### src/rtl/med_display_driver.sv
// med_display_driver: renders a byte as two hex digits on a serial 7-segment
// chain (sclk/sdata/slatch) and drives a buzzer square wave while due is high.
module med_display_driver #(
  parameter int unsigned CLK_DIV   = 4,
  parameter int unsigned BEEP_HALF = 1024
) (
  input  logic       i_clk,
  input  logic       i_rst,
  input  logic       i_ena,
  input  logic [7:0] i_disp_data,
  input  logic       i_disp_valid,
  input  logic       i_due,
  output logic       o_sclk,
  output logic       o_sdata,
  output logic       o_slatch,
  output logic       o_busy,
  output logic       o_buzzer
);

  localparam int unsigned DIV_W  = (CLK_DIV > 1) ? $clog2(CLK_DIV) : 1;
  localparam int unsigned BEEP_W = (BEEP_HALF > 1) ? $clog2(BEEP_HALF) : 1;
  localparam logic [DIV_W-1:0]  DIV_LAST  = DIV_W'(CLK_DIV - 1);
  localparam logic [BEEP_W-1:0] BEEP_LAST = BEEP_W'(BEEP_HALF - 1);

  typedef enum logic [1:0] {S_IDLE, S_LOAD, S_SHIFT, S_LATCH} state_t;

  // Hex digit to {dp,g,f,e,d,c,b,a}, active high
  function automatic logic [7:0] seg7(input logic [3:0] n);
    case (n)
      4'h0: seg7 = 8'h3F;  4'h1: seg7 = 8'h06;  4'h2: seg7 = 8'h5B;  4'h3: seg7 = 8'h4F;
      4'h4: seg7 = 8'h66;  4'h5: seg7 = 8'h6D;  4'h6: seg7 = 8'h7D;  4'h7: seg7 = 8'h07;
      4'h8: seg7 = 8'h7F;  4'h9: seg7 = 8'h6F;  4'hA: seg7 = 8'h77;  4'hB: seg7 = 8'h7C;
      4'hC: seg7 = 8'h39;  4'hD: seg7 = 8'h5E;  4'hE: seg7 = 8'h79;  default: seg7 = 8'h71;
    endcase
  endfunction

  // Left digit carries the due flag on its decimal point
  function automatic logic [15:0] frame_word(input logic [7:0] d, input logic dp);
    frame_word = {seg7(d[7:4]) | {dp, 7'b0}, seg7(d[3:0])};
  endfunction

  state_t            r_state, w_state_nxt;
  logic [15:0]       r_word, w_word_nxt;
  logic [3:0]        r_bit_idx, w_bit_idx_nxt;
  logic [DIV_W-1:0]  r_div_cnt, w_div_cnt_nxt;
  logic              r_phase, w_phase_nxt;
  logic              r_pend, w_pend_nxt;
  logic [7:0]        r_pend_data, w_pend_data_nxt;
  logic              r_sclk, r_sdata, r_slatch, r_busy, r_buzzer;
  logic              w_sclk_nxt, w_sdata_nxt, w_slatch_nxt, w_busy_nxt;
  logic [BEEP_W-1:0] r_beep_cnt;

  logic       w_div_last, w_shift_done, w_reload;
  logic [7:0] w_load_data;

  assign w_div_last   = (r_div_cnt == DIV_LAST);
  assign w_shift_done = w_div_last && r_phase && (r_bit_idx == 4'd0);
  assign w_reload     = i_disp_valid || r_pend;
  // A strobe coinciding with the end of LATCH is newer than the pending byte
  assign w_load_data  = (r_state == S_LATCH && !i_disp_valid) ? r_pend_data : i_disp_data;

  // State register
  always_ff @(posedge i_clk) begin
    if (i_rst)      r_state <= S_IDLE;
    else if (i_ena) r_state <= w_state_nxt;
  end

  // Next-state logic
  always_comb begin
    w_state_nxt = r_state;
    case (r_state)
      S_IDLE:  if (i_disp_valid) w_state_nxt = S_LOAD;
      S_LOAD:  w_state_nxt = S_SHIFT;
      S_SHIFT: if (w_shift_done) w_state_nxt = S_LATCH;
      S_LATCH: if (w_div_last) w_state_nxt = w_reload ? S_LOAD : S_IDLE;
      default: w_state_nxt = S_IDLE;
    endcase
  end

  // Datapath and output next values, aligned with the next state
  always_comb begin
    w_word_nxt      = r_word;
    w_bit_idx_nxt   = r_bit_idx;
    w_div_cnt_nxt   = r_div_cnt;
    w_phase_nxt     = r_phase;
    w_pend_nxt      = r_pend;
    w_pend_data_nxt = r_pend_data;

    case (r_state)
      S_SHIFT: begin
        if (w_div_last) begin
          w_div_cnt_nxt = '0;
          w_phase_nxt   = ~r_phase;
          if (r_phase && r_bit_idx != 4'd0) w_bit_idx_nxt = r_bit_idx - 4'd1;
        end else begin
          w_div_cnt_nxt = r_div_cnt + DIV_W'(1);
        end
      end
      S_LATCH: w_div_cnt_nxt = w_div_last ? '0 : r_div_cnt + DIV_W'(1);
      default: w_div_cnt_nxt = '0;
    endcase

    if (r_state != S_IDLE && i_disp_valid) begin
      w_pend_nxt      = 1'b1;
      w_pend_data_nxt = i_disp_data;
    end

    if (w_state_nxt == S_LOAD) begin
      w_word_nxt    = frame_word(w_load_data, i_due);
      w_bit_idx_nxt = 4'd15;
      w_div_cnt_nxt = '0;
      w_phase_nxt   = 1'b0;
      if (r_state == S_LATCH) w_pend_nxt = 1'b0;
    end

    w_sclk_nxt   = (w_state_nxt == S_SHIFT) && w_phase_nxt;
    w_sdata_nxt  = (w_state_nxt == S_LOAD || w_state_nxt == S_SHIFT) ? w_word_nxt[w_bit_idx_nxt] : 1'b0;
    w_slatch_nxt = (w_state_nxt == S_LATCH);
    w_busy_nxt   = (w_state_nxt != S_IDLE);
  end

  // Datapath and registered display outputs
  always_ff @(posedge i_clk) begin
    if (i_rst) begin
      r_word      <= '0;
      r_bit_idx   <= '0;
      r_div_cnt   <= '0;
      r_phase     <= 1'b0;
      r_pend      <= 1'b0;
      r_pend_data <= '0;
      r_sclk      <= 1'b0;
      r_sdata     <= 1'b0;
      r_slatch    <= 1'b0;
      r_busy      <= 1'b0;
    end else if (i_ena) begin
      r_word      <= w_word_nxt;
      r_bit_idx   <= w_bit_idx_nxt;
      r_div_cnt   <= w_div_cnt_nxt;
      r_phase     <= w_phase_nxt;
      r_pend      <= w_pend_nxt;
      r_pend_data <= w_pend_data_nxt;
      r_sclk      <= w_sclk_nxt;
      r_sdata     <= w_sdata_nxt;
      r_slatch    <= w_slatch_nxt;
      r_busy      <= w_busy_nxt;
    end
  end

  // Buzzer square wave while due, independent of the display frame
  always_ff @(posedge i_clk) begin
    if (i_rst) begin
      r_beep_cnt <= '0;
      r_buzzer   <= 1'b0;
    end else if (i_ena) begin
      if (!i_due) begin
        r_beep_cnt <= '0;
        r_buzzer   <= 1'b0;
      end else if (r_beep_cnt == BEEP_LAST) begin
        r_beep_cnt <= '0;
        r_buzzer   <= ~r_buzzer;
      end else begin
        r_beep_cnt <= r_beep_cnt + BEEP_W'(1);
      end
    end
  end

  assign o_sclk   = r_sclk;
  assign o_sdata  = r_sdata;
  assign o_slatch = r_slatch;
  assign o_busy   = r_busy;
  assign o_buzzer = r_buzzer;

endmodule

### config.mk
export PLATFORM = sky130hd
export DESIGN_NAME = med_display_driver
export DESIGN_NICKNAME = d
export VERILOG_FILES = /design/src/rtl/med_display_driver.sv
export SDC_FILE = /design/constraint.sdc
export NUM_CORES = 1
export LEC_CHECK = 0
export CORE_ASPECT_RATIO = 0.75
export CORE_MARGIN = 2
export CORE_UTILIZATION = 50
export DETAILED_ROUTE_END_ITERATION = 10
export PLACE_DENSITY = 0.73
export SLEW_MARGIN = 20
export SYNTH_ARGS = -nofsm -noshare
export SYNTH_HDL_FRONTEND = slang
export SYNTH_SLANG_ARGS = --single-unit
### constraint.sdc
create_clock -name i_clk -period 3 [get_ports i_clk]
set_input_delay 0.6 -clock i_clk [delete_from_list [all_inputs] [get_ports i_clk]]
set_output_delay 0.6 -clock i_clk [all_outputs]
set_load 0.1 [all_outputs]
### Word level (Yosys, flattened, before mapping)

Memories as Yosys holds them, arrays and structs flattened.
Index checks and enable logic that the tools add are counted.

| word-level totals | value |
|---|---|
| input port bits | 13 |
| memories kept | 2 |
| ROM bits | 224 |
| output and inout port bits | 5 |
| word-level logic and storage cells | 76 |
| flip-flop bits (word level) | 49 |

Memories:

| memory | depth | bits a word | rd ports | clocked after memory_dff | wr ports | line | text |
|---|---|---|---|---|---|---|---|
| (name not given) | 16 | 7 | 1 | 0 | 0 | 29 | `case (n)` |
| (name not given) | 16 | 7 | 1 | 0 | 0 | 29 |  |

| cells by class | value |
|---|---|
| $lt $le $gt $ge | 1 |
| reductions and logical operators | 17 |
| mux-type cells | 28 |
| $add $sub $neg | 3 |
| bitwise operators | 3 |
| eq/ne operators | 9 |

Operators with widths:

| operator | count |
|---|---|
| 2-to-1 mux 10 bit | 2 |
| 2-to-1 mux 16 bit | 1 |
| 2-to-1 mux 4 bit | 4 |
| 2-to-1 mux 8 bit | 2 |
| 2-to-1 mux 2 bit | 6 |
| 2-to-1 mux 1 bit | 11 |
| adder 10 x 1 -> 10 bit, second input constant | 1 |
| equality test 10 bit, second input constant | 1 |
| equality test 2 bit, second input constant | 5 |
| bitwise OR 8 bit | 1 |
| one-hot mux 2 bit (4 select lines) | 1 |
| logical AND 1 bit | 6 |
| < comparator 4 x 5 -> 1 bit, second input constant | 1 |
| binary-select mux 1 bit (select 4 bit) | 1 |
| equality test 2 x 1 -> 1 bit, second input constant | 2 |
| logical NOT 4 bit | 1 |
| AND reduction 2 bit | 2 |
| nonzero test 2 bit | 2 |
| nonzero test 4 bit | 1 |
| subtractor 4 x 1 -> 4 bit, second input constant | 1 |
| adder 2 x 1 -> 2 bit, second input constant | 1 |
| logical NOT 2 bit | 1 |
| logical OR 1 bit | 2 |
| != test 2 x 1 -> 1 bit, second input constant | 1 |
| 3 further kinds | 4 |

### Logic depth before layout (Yosys ltp)

| depth | value |
|---|---|
| depth after elaboration | 12 |
| mapped depth | 13 |
| depth with buffers taken out | 12 |

### Worst setup path before layout

No wires, ideal clock.

| timing | value |
|---|---|
| kind | register -> register |
| from | register r_bit_idx[0] |
| to | register r_sdata (netlist: o_sdata) |
| arrival | 2522 ps |
| required time | 2878 ps |
| stages on the path, launching flop included | 12 |
| period minus slack after synthesis | 2644 ps |
| path slack | 356 ps |
| path buffers | 1 |
| cell sequence | dfxtp_1 -> buf_6 -> clkinv_1 -> ha_1 -> nor3b_2 -> a221oi_1 -> nor2_1 -> ha_1 -> a2111oi_0 -> a221o_1 -> o22ai_1 -> o32a_1 |

| on the way | value |
|---|---|
| cells in the longest elaborated chain, start to end | 9 |
| elaborated cells on any way between the ends | 18 |

RTL lines:

| what | line | text |
|---|---|---|
| start: declaration | 44 | `logic [3:0] r_bit_idx, w_bit_idx_nxt;` |
| start signal: assignment | 137 | `r_bit_idx <= w_bit_idx_nxt;` |
| logical NOT 4 bit * | 57 | `assign w_shift_done = w_div_last && r_phase && (r_bit_idx == 4'd0);` |
| logical AND 1 bit * | 57 |  |
| 2-to-1 mux 2 bit * | 74 | `S_SHIFT: if (w_shift_done) w_state_nxt = S_LATCH;` |
| one-hot mux 2 bit (4 select lines) * | 71 | `case (r_state)` |
| net w_state_nxt[0] | 42 | `state_t r_state, w_state_nxt;` |
| equality test 2 x 1 -> 1 bit | 108, 117 |  |
| 2-to-1 mux 16 bit or 2-to-1 mux 4 bit (tied branches) | 108 | `if (w_state_nxt == S_LOAD) begin` |
| binary-select mux 1 bit (select 4 bit) | 117 | `w_sdata_nxt = (w_state_nxt == S_LOAD \|\| w_state_nxt == S_SHIFT) ? w_word_nxt[w_bit_idx_nxt] : 1'b0;` |
| 2-to-1 mux 1 bit (implied by the code) | 117 |  |
| 2-to-1 mux 1 bit * | 117 |  |
| end signal: assignment | 143 | `r_sdata <= w_sdata_nxt;` |
| end: declaration | 49 | `logic r_sclk, r_sdata, r_slatch, r_busy, r_buzzer;` |

The timed path passes the listed nets; every way through them passes the cells marked *. The select of a mux whose other input is x is not followed.
A chain may end at the register's enable or synchronous reset.

### Worst setup path in the final report

Ends and elaborated chain as after synthesis.

==> results.cfg <==
[yosys]
ys_types = 63
syn_nets = 394
ys_seq_area_share_pct = 31.22
synth.area.mux_share_pct = 14.18
synth_area_sq_um = 3142
avgSynthCellArea_sq_um = 8.703
yosysWarningCount = 0
netlist_instances = 361
yosys.area_share.simple_pct = 23.18
synth_fa_ha_area_share_pct = 7.965
synth_xor_xnor_area_share_pct = 2.509
postSynth.asyncResetShare_pct = 0
ys_seq_elements = 49
synth_ff_type = dfxtp_1
synth_compound_gate_area_share_pct = 14.34
synth_edf_count = 0
synth_top_family_by_area = simple AND/OR/NAND/NOR gates

[sta]
finalHoldViolCount = 0
drv_slew = 0
fin_crit_sh_pct = 90.11
whs_ns = 0.4725
clock.fmax_mhz = 369.9
fin_setup_tns_ns = 0
post-route-min-period_ns = 2.703
relSlewSlack_pct = 65.45
finalSetupViolations = 0
tightest_slew_ns = 0.5038
rsz0062_at_grt = no
finalClockSkew_ns = 0.01119

[outcome]
status = finished clean

[place]
place_congestion = 0.9109
hpwl_um = 4935
numPortBuffers = 17

[floorplan]
die_w_um = 95.53
num_rows = 24
die_h_um = 72.65
core_area_sq_um = 5946
die-area_sq_um = 6940
io_pins = 18
start_util_pct = 52.84

[detailed_routing]
drtPass1Iterations = 5
ant_nets = 0
drc = 0
drt_iter0_markers = 186
wl_um = 6735
via_per_inst = 5.751
avgRoutedWirePerCell_um = 14.61
num_vias = 2651

[critical_path]
cp.arrival_ns = 2.90
start_kind = flop
crit_required_ns = 3.19
end_kind = flop
crit_type = flop to flop
path_max_fanout = 9

[clock_tree]
clock_latency_ns = 0.30
cts_sinks = 49
cts.clk_slew.worst_paths_ns = 0.09
numCtsBuffers = 5
cts_max_level = 2
cts_buffer_depth = 2
tritoncts = yes
cts-root-buf = clkbuf_8
cts_setup_buffers = 0

[global_route]
antenna_found_initial = 0
grt_max_degree = 32
gr-usage-all-layers_pct = 20.64
grt_pass1_vias = 2416
overflow = 0
grt_pass1_wl_um = 11380

[run]
drv_cap = 0

[finish]
final_common_cell = nor2_1
syn_to_final_growth_pct = 11.59
layout_common_cells = nor2_1, dfxtp_1, nand2_1
fin_nets = 415
antenna_cells = 0
drive_above_1_share_pct = 13.58

[power_and_ir_drop]
ir_worst_vdd_v = 0.0002173
p_leak_nw = 1.516
power_density_nw_per_um2 = 454.8
p_total_mw = 1.594

[min_path]
hold_path_class = flop to flop
==> metal layers <==
layer / track usage, % / up-vias / share of wire [%]
met2: 31.93 / 70 / 44
met3: 3.616 / 8 / 4.5
li1: - / 1340 / -
met4: 4.444 / 0 / 0.91
met1: 30.27 / 1233 / 50
met5: 0 / - / 0
==> metrics by stage <==
stage | instances | area [sq um] | setup slack [ns] | util, %
floorplan | 361 | 3142 | 0.3562 | -
global placement | 453 | 3388 | 0.1610 | 56.99
detailed placement | 453 | 3388 | 0.1189 | 56.99
CTS | 461 | 3505 | 0.2939 | 58.94
global route | 461 | 3506 | 0.02087 | 58.96
finish | 461 | 3506 | 0.2968 | 58.96
==> Yosys cell counts (all sizes together), types with 2 or more instances <==
| cell type | instances | area, sq um |
|---|---|---|
| a211oi | 8 | 60.06 |
| a21oi | 28 | 140.1 |
| a221oi | 2 | 17.52 |
| a22oi | 2 | 15.01 |
| a311oi | 2 | 17.52 |
| and3 | 2 | 12.51 |
| and4b | 2 | 20.02 |
| buf | 13 | 105.1 |
| clkbuf | 11 | 61.31 |
| dfxtp | 49 | 980.9 |
| ha | 20 | 250.2 |
| inv | 10 | 37.54 |
| mux2 | 6 | 67.56 |
| mux2i | 28 | 280.3 |
| mux4 | 4 | 97.59 |
| nand2 | 32 | 127.6 |
| nand2b | 3 | 18.77 |
| nand3 | 10 | 50.05 |
| nand3b | 5 | 62.56 |
| nand4 | 5 | 31.28 |
| nand4b | 2 | 17.52 |
| nor2 | 52 | 197.7 |
| nor3 | 10 | 50.05 |
| nor3b | 3 | 27.52 |
| nor4 | 3 | 18.77 |
| o211ai | 3 | 22.52 |
| o21ai | 7 | 35.03 |
| o221ai | 6 | 52.55 |
| o31ai | 2 | 15.01 |
| or2 | 2 | 12.52 |
| or3 | 3 | 23.77 |
| xnor2 | 2 | 17.52 |
| xor2 | 7 | 61.31 |
==> sequential cells by signal (all words and copies together) (netlist names) <==
signal and count:
r_pend_data 8, r_phase 1, r_bit_idx 4, o_sdata 1
o_buzzer 1, o_slatch 1, r_state 2, r_word 16
o_sclk 1, r_pend 1, o_busy 1, r_beep_cnt 10
r_div_cnt 2
==> report_power, final <==
part / switching [mW] / total, mW / internal (mW)
Combinational: 0.224 / 0.393 / 0.169
Sequential: 0.0260 / 0.710 / 0.684
Clock: 0.219 / 0.491 / 0.272
==> cell families (layout without fill, tap and decap cells) <==
kind of cell,Yosys count,in the layout
compound gates,69,69
xor+xnor,9,9
fa+ha+maj,20,20
buf+inv,35,57
flops,49,49
mux,38,38
simple gates,141,141
==> critical path: stages, from the launching register on <==
cell	delay (ns)
dfxtp_1	0.34
clkinv_1	0.19
ha_1	0.28
nor3b_2	0.19
a221oi_1	0.28
nor2_1	0.10
ha_1	0.26
buf_4	0.18
nor4_1	0.41
a31oi_1	0.17
o32a_1	0.19
==> path summary, 6_finish.rpt <==
| check | slack [ns] | end | cells past startpoint | startpoint |
|---|---|---|---|---|
| setup / recovery | 0.30 | o_sdata$_SDFFE_PP0P_ | 10 | r_bit_idx[0]$_SDFFE_PP0P_ |
| hold / removal | 0.47 | r_word[13]$_SDFFE_PP0P_ | 2 | r_word[13]$_SDFFE_PP0P_ |
| setup reg to reg | 0.30 | o_sdata$_SDFFE_PP0P_ | 10 | r_bit_idx[0]$_SDFFE_PP0P_ |
| hold reg to reg | 0.47 | r_word[13]$_SDFFE_PP0P_ | 2 | r_word[13]$_SDFFE_PP0P_ |
==> final cells by class <==
type,instances,area [sq um]
clock buffer,7,86.33
clock inverter,1,30.03
fill,544,2440
inverter,11,41.29
multi-input combinational,277,1954
sequential,49,980.9
tap,78,97.59
timing repair buffer,38,315.3
==> timing repair <==
action / 4_1_cts / 5_1_grt
hold buffers: 0 / 0
resized for setup: 0 / 1
endpoints found under the setup margin: 0 / 1
Power figures use the tool's default switching activity.
==> edit, RTL diff (same flow settings) <==
Reset style: asynchronous (`i_rst`), changed in 3 clocked blocks.
--- a/src/rtl/med_display_driver.sv
+++ b/src/rtl/med_display_driver.sv
@@ -60,7 +60,7 @@
   assign w_load_data  = (r_state == S_LATCH && !i_disp_valid) ? r_pend_data : i_disp_data;
 
   // State register
-  always_ff @(posedge i_clk) begin
+  always_ff @(posedge i_clk or posedge i_rst) begin
     if (i_rst)      r_state <= S_IDLE;
     else if (i_ena) r_state <= w_state_nxt;
   end
@@ -120,7 +120,7 @@
   end
 
   // Datapath and registered display outputs
-  always_ff @(posedge i_clk) begin
+  always_ff @(posedge i_clk or posedge i_rst) begin
     if (i_rst) begin
       r_word      <= '0;
       r_bit_idx   <= '0;
@@ -147,7 +147,7 @@
   end
 
   // Buzzer square wave while due, independent of the display frame
-  always_ff @(posedge i_clk) begin
+  always_ff @(posedge i_clk or posedge i_rst) begin
     if (i_rst) begin
       r_beep_cnt <= '0;
       r_buzzer   <= 1'b0;
Check against the original RTL: differs if i_rst is asserted again (counterexample within 4 cycles, from zero or initial values and one cycle with i_rst high); with i_rst held inactive, the same outputs for 10 cycles.
==> edit against the unedited design <==
Synthesized cell count shrank 8.0%; largest cell class unchanged; area after synthesis fell by 0.56%; highest routed layer unchanged; routed wire length is 0.30% lower; setup slack worse by 36 ps; sequential cell count unchanged; cell area is 0.25% lower; critical path depth up 2; critical path type unchanged.
Power is not compared: it rests on default switching activity, and its combinational part moved more than twofold at a synthesized area within 25%.
==> edit: results (changes against the unedited design) <==
| Metric | Value |
|---|---|
| Status | `complete, no violations` |
| Largest net degree at the start of global routing | `50 (+56%)` |
| # clk buffers | `6 (-1)` |
| Post-detailed-placement half-perimeter wirelength | `4920 um (-0.23%)` |
| CP top delay family | `compound AO/OA/AOI/OAI gates` |
| Fillers | `477 (-12%)` |
| Commonest cells in the netlist | `dfrtp_1 (49), o21ai_0 (33), nand2_1 (32)` |
| Wire length per cell | `15.6 um (+6.6%)` |
| DRT met1 WL | `3350 um (-1.6%)` |
| Invs w/o clock | `20 (+9)` |
| Met3 WL | `290 um (-5.2%)` |
| Worst slack at placement | `24.1 ps (-94.8 ps)` |
| Post-synth ARST share | `100% (+100 points)` |
| Sequential cell area share | `35.1% (+7.1 points)` |
| Via density | `5.81 (+1.1%)` |
| Synth Net Count | `365 (-7.4%)` |
| RR Endpoint | `o_sdata` |
| Synth top area cells | `dfrtp_1 (39%), ha_1 (8.0%), mux2_2 (6.8%)` |
| Met3 Use GR | `3.43% (-0.19 points)` |
| Number of non-clock buffers | `29 (-24%)` |
| Seq_cells | `49 (unchanged)` |
| Inst Count DP | `423 (-6.6%)` |
| Met1 usage | `31.3% (+1.0 points)` |
| Placed Area | `0.00340 mm2 (+0.30%)` |
| Met2 Wirelength | `3000 um (+1.1%)` |
| Share of the yosys chip area belonging to registers | `39.2% (+8.0 points)` |
| WS Path Type | `flop to flop` |
| Post-Syn Instances | `332 (-8.0%)` |
| Final hold slack | `476 ps (+3.59 ps)` |
| Layout cells sized above 1 | `15.9% (+2.3 points)` |
| Met2 Resource Use GR | `31.1% (-0.79 points)` |
| Fraction of area in multi-input gates | `49.8% (-5.9 points)` |
| Final worst path period need | `2740 ps (+35.5 ps)` |
| Initial antenna violation count | `0 (unchanged)` |
| Top Registers | `r_word (16), r_beep_cnt (10), r_pend_data (8)` |
| Slew Limit Headroom | `33.5% (-32 points)` |
| Finished Cell Area | `0.00350 mm2 (-0.25%)` |
| Layout net count | `385 (-7.2%)` |
| CTS Buf Count | `5 (unchanged)` |
| Hold path endpoint | `o_buzzer` |
| R2R depth | `12 (+2)` |
| NonClk Buf Share | `7.44% (-1.6 points)` |
| Number of distinct library cells after synthesis | `57 (-9.5%)` |
| Hold Path Depth | `1 (-1)` |
| Synth-to-layout area growth | `11.9%` |
| Vias in the first global route | `2388 (-1.2%)` |
| Min-delay src | `o_buzzer` |
| Max incr delay on CP | `460 ps (+50 ps)` |
| First-pass GRT wire length | `11400 um (unchanged)` |
| Arr. time, crit path | `2930 ps (+30 ps)` |
| Routability cong. | `0.859 (-5.7%)` |
| GR Util All Layers | `20.7% (+0.091 points)` |
| Comb_multi_in | `247 (-11%)` |
| Critical Path Slowest Stage Cell | `or3b_1` |
| Vias | `2505 (-5.5%)` |
| Final Skew | `5.04 ps (-6.16 ps)` |
| CP Max Fanout | `12 (+3)` |
| Hold_buf cts | `0 (unchanged)` |
| Clock-cell share | `2.75% (-0.56 points)` |
| Iteration-0 DRC Markers | `212 (+14%)` |
edit: cell types whose count changed after synthesis, sizes merged, moves of 8 or more:
| cell | delta |
|---|---|
| dfrtp | +49 |
| dfxtp | -49 |
| o21ai | +26 |
| nor2 | -23 |
| a21oi | -18 |
| mux2i | -18 |
| mux2 | +14 |
| inv | +8 |
edit: power groups by stage:
stage                     clock network [W]  logic, W  registers, W
after floorplan                           0  0.000951       0.00116
after global placement                    0   0.00137       0.00104
after detailed placement                  0   0.00141       0.00105
after CTS                          0.000433   0.00142       0.00104
after global routing               0.000461   0.00157       0.00107
final                              0.000419   0.00143       0.00104
edit: cells by family after synthesis:
family	after synthesis	synth area share, %
and+or+nand+nor	103	15.9
AOI/OAI and AO/OA	88	18.4
DFF	49	39.2
buffers and inverters	36	5.09
muxes	31	11.4
adders and majority gates	20	8.01
xor gates and xnor gates	5	2.00
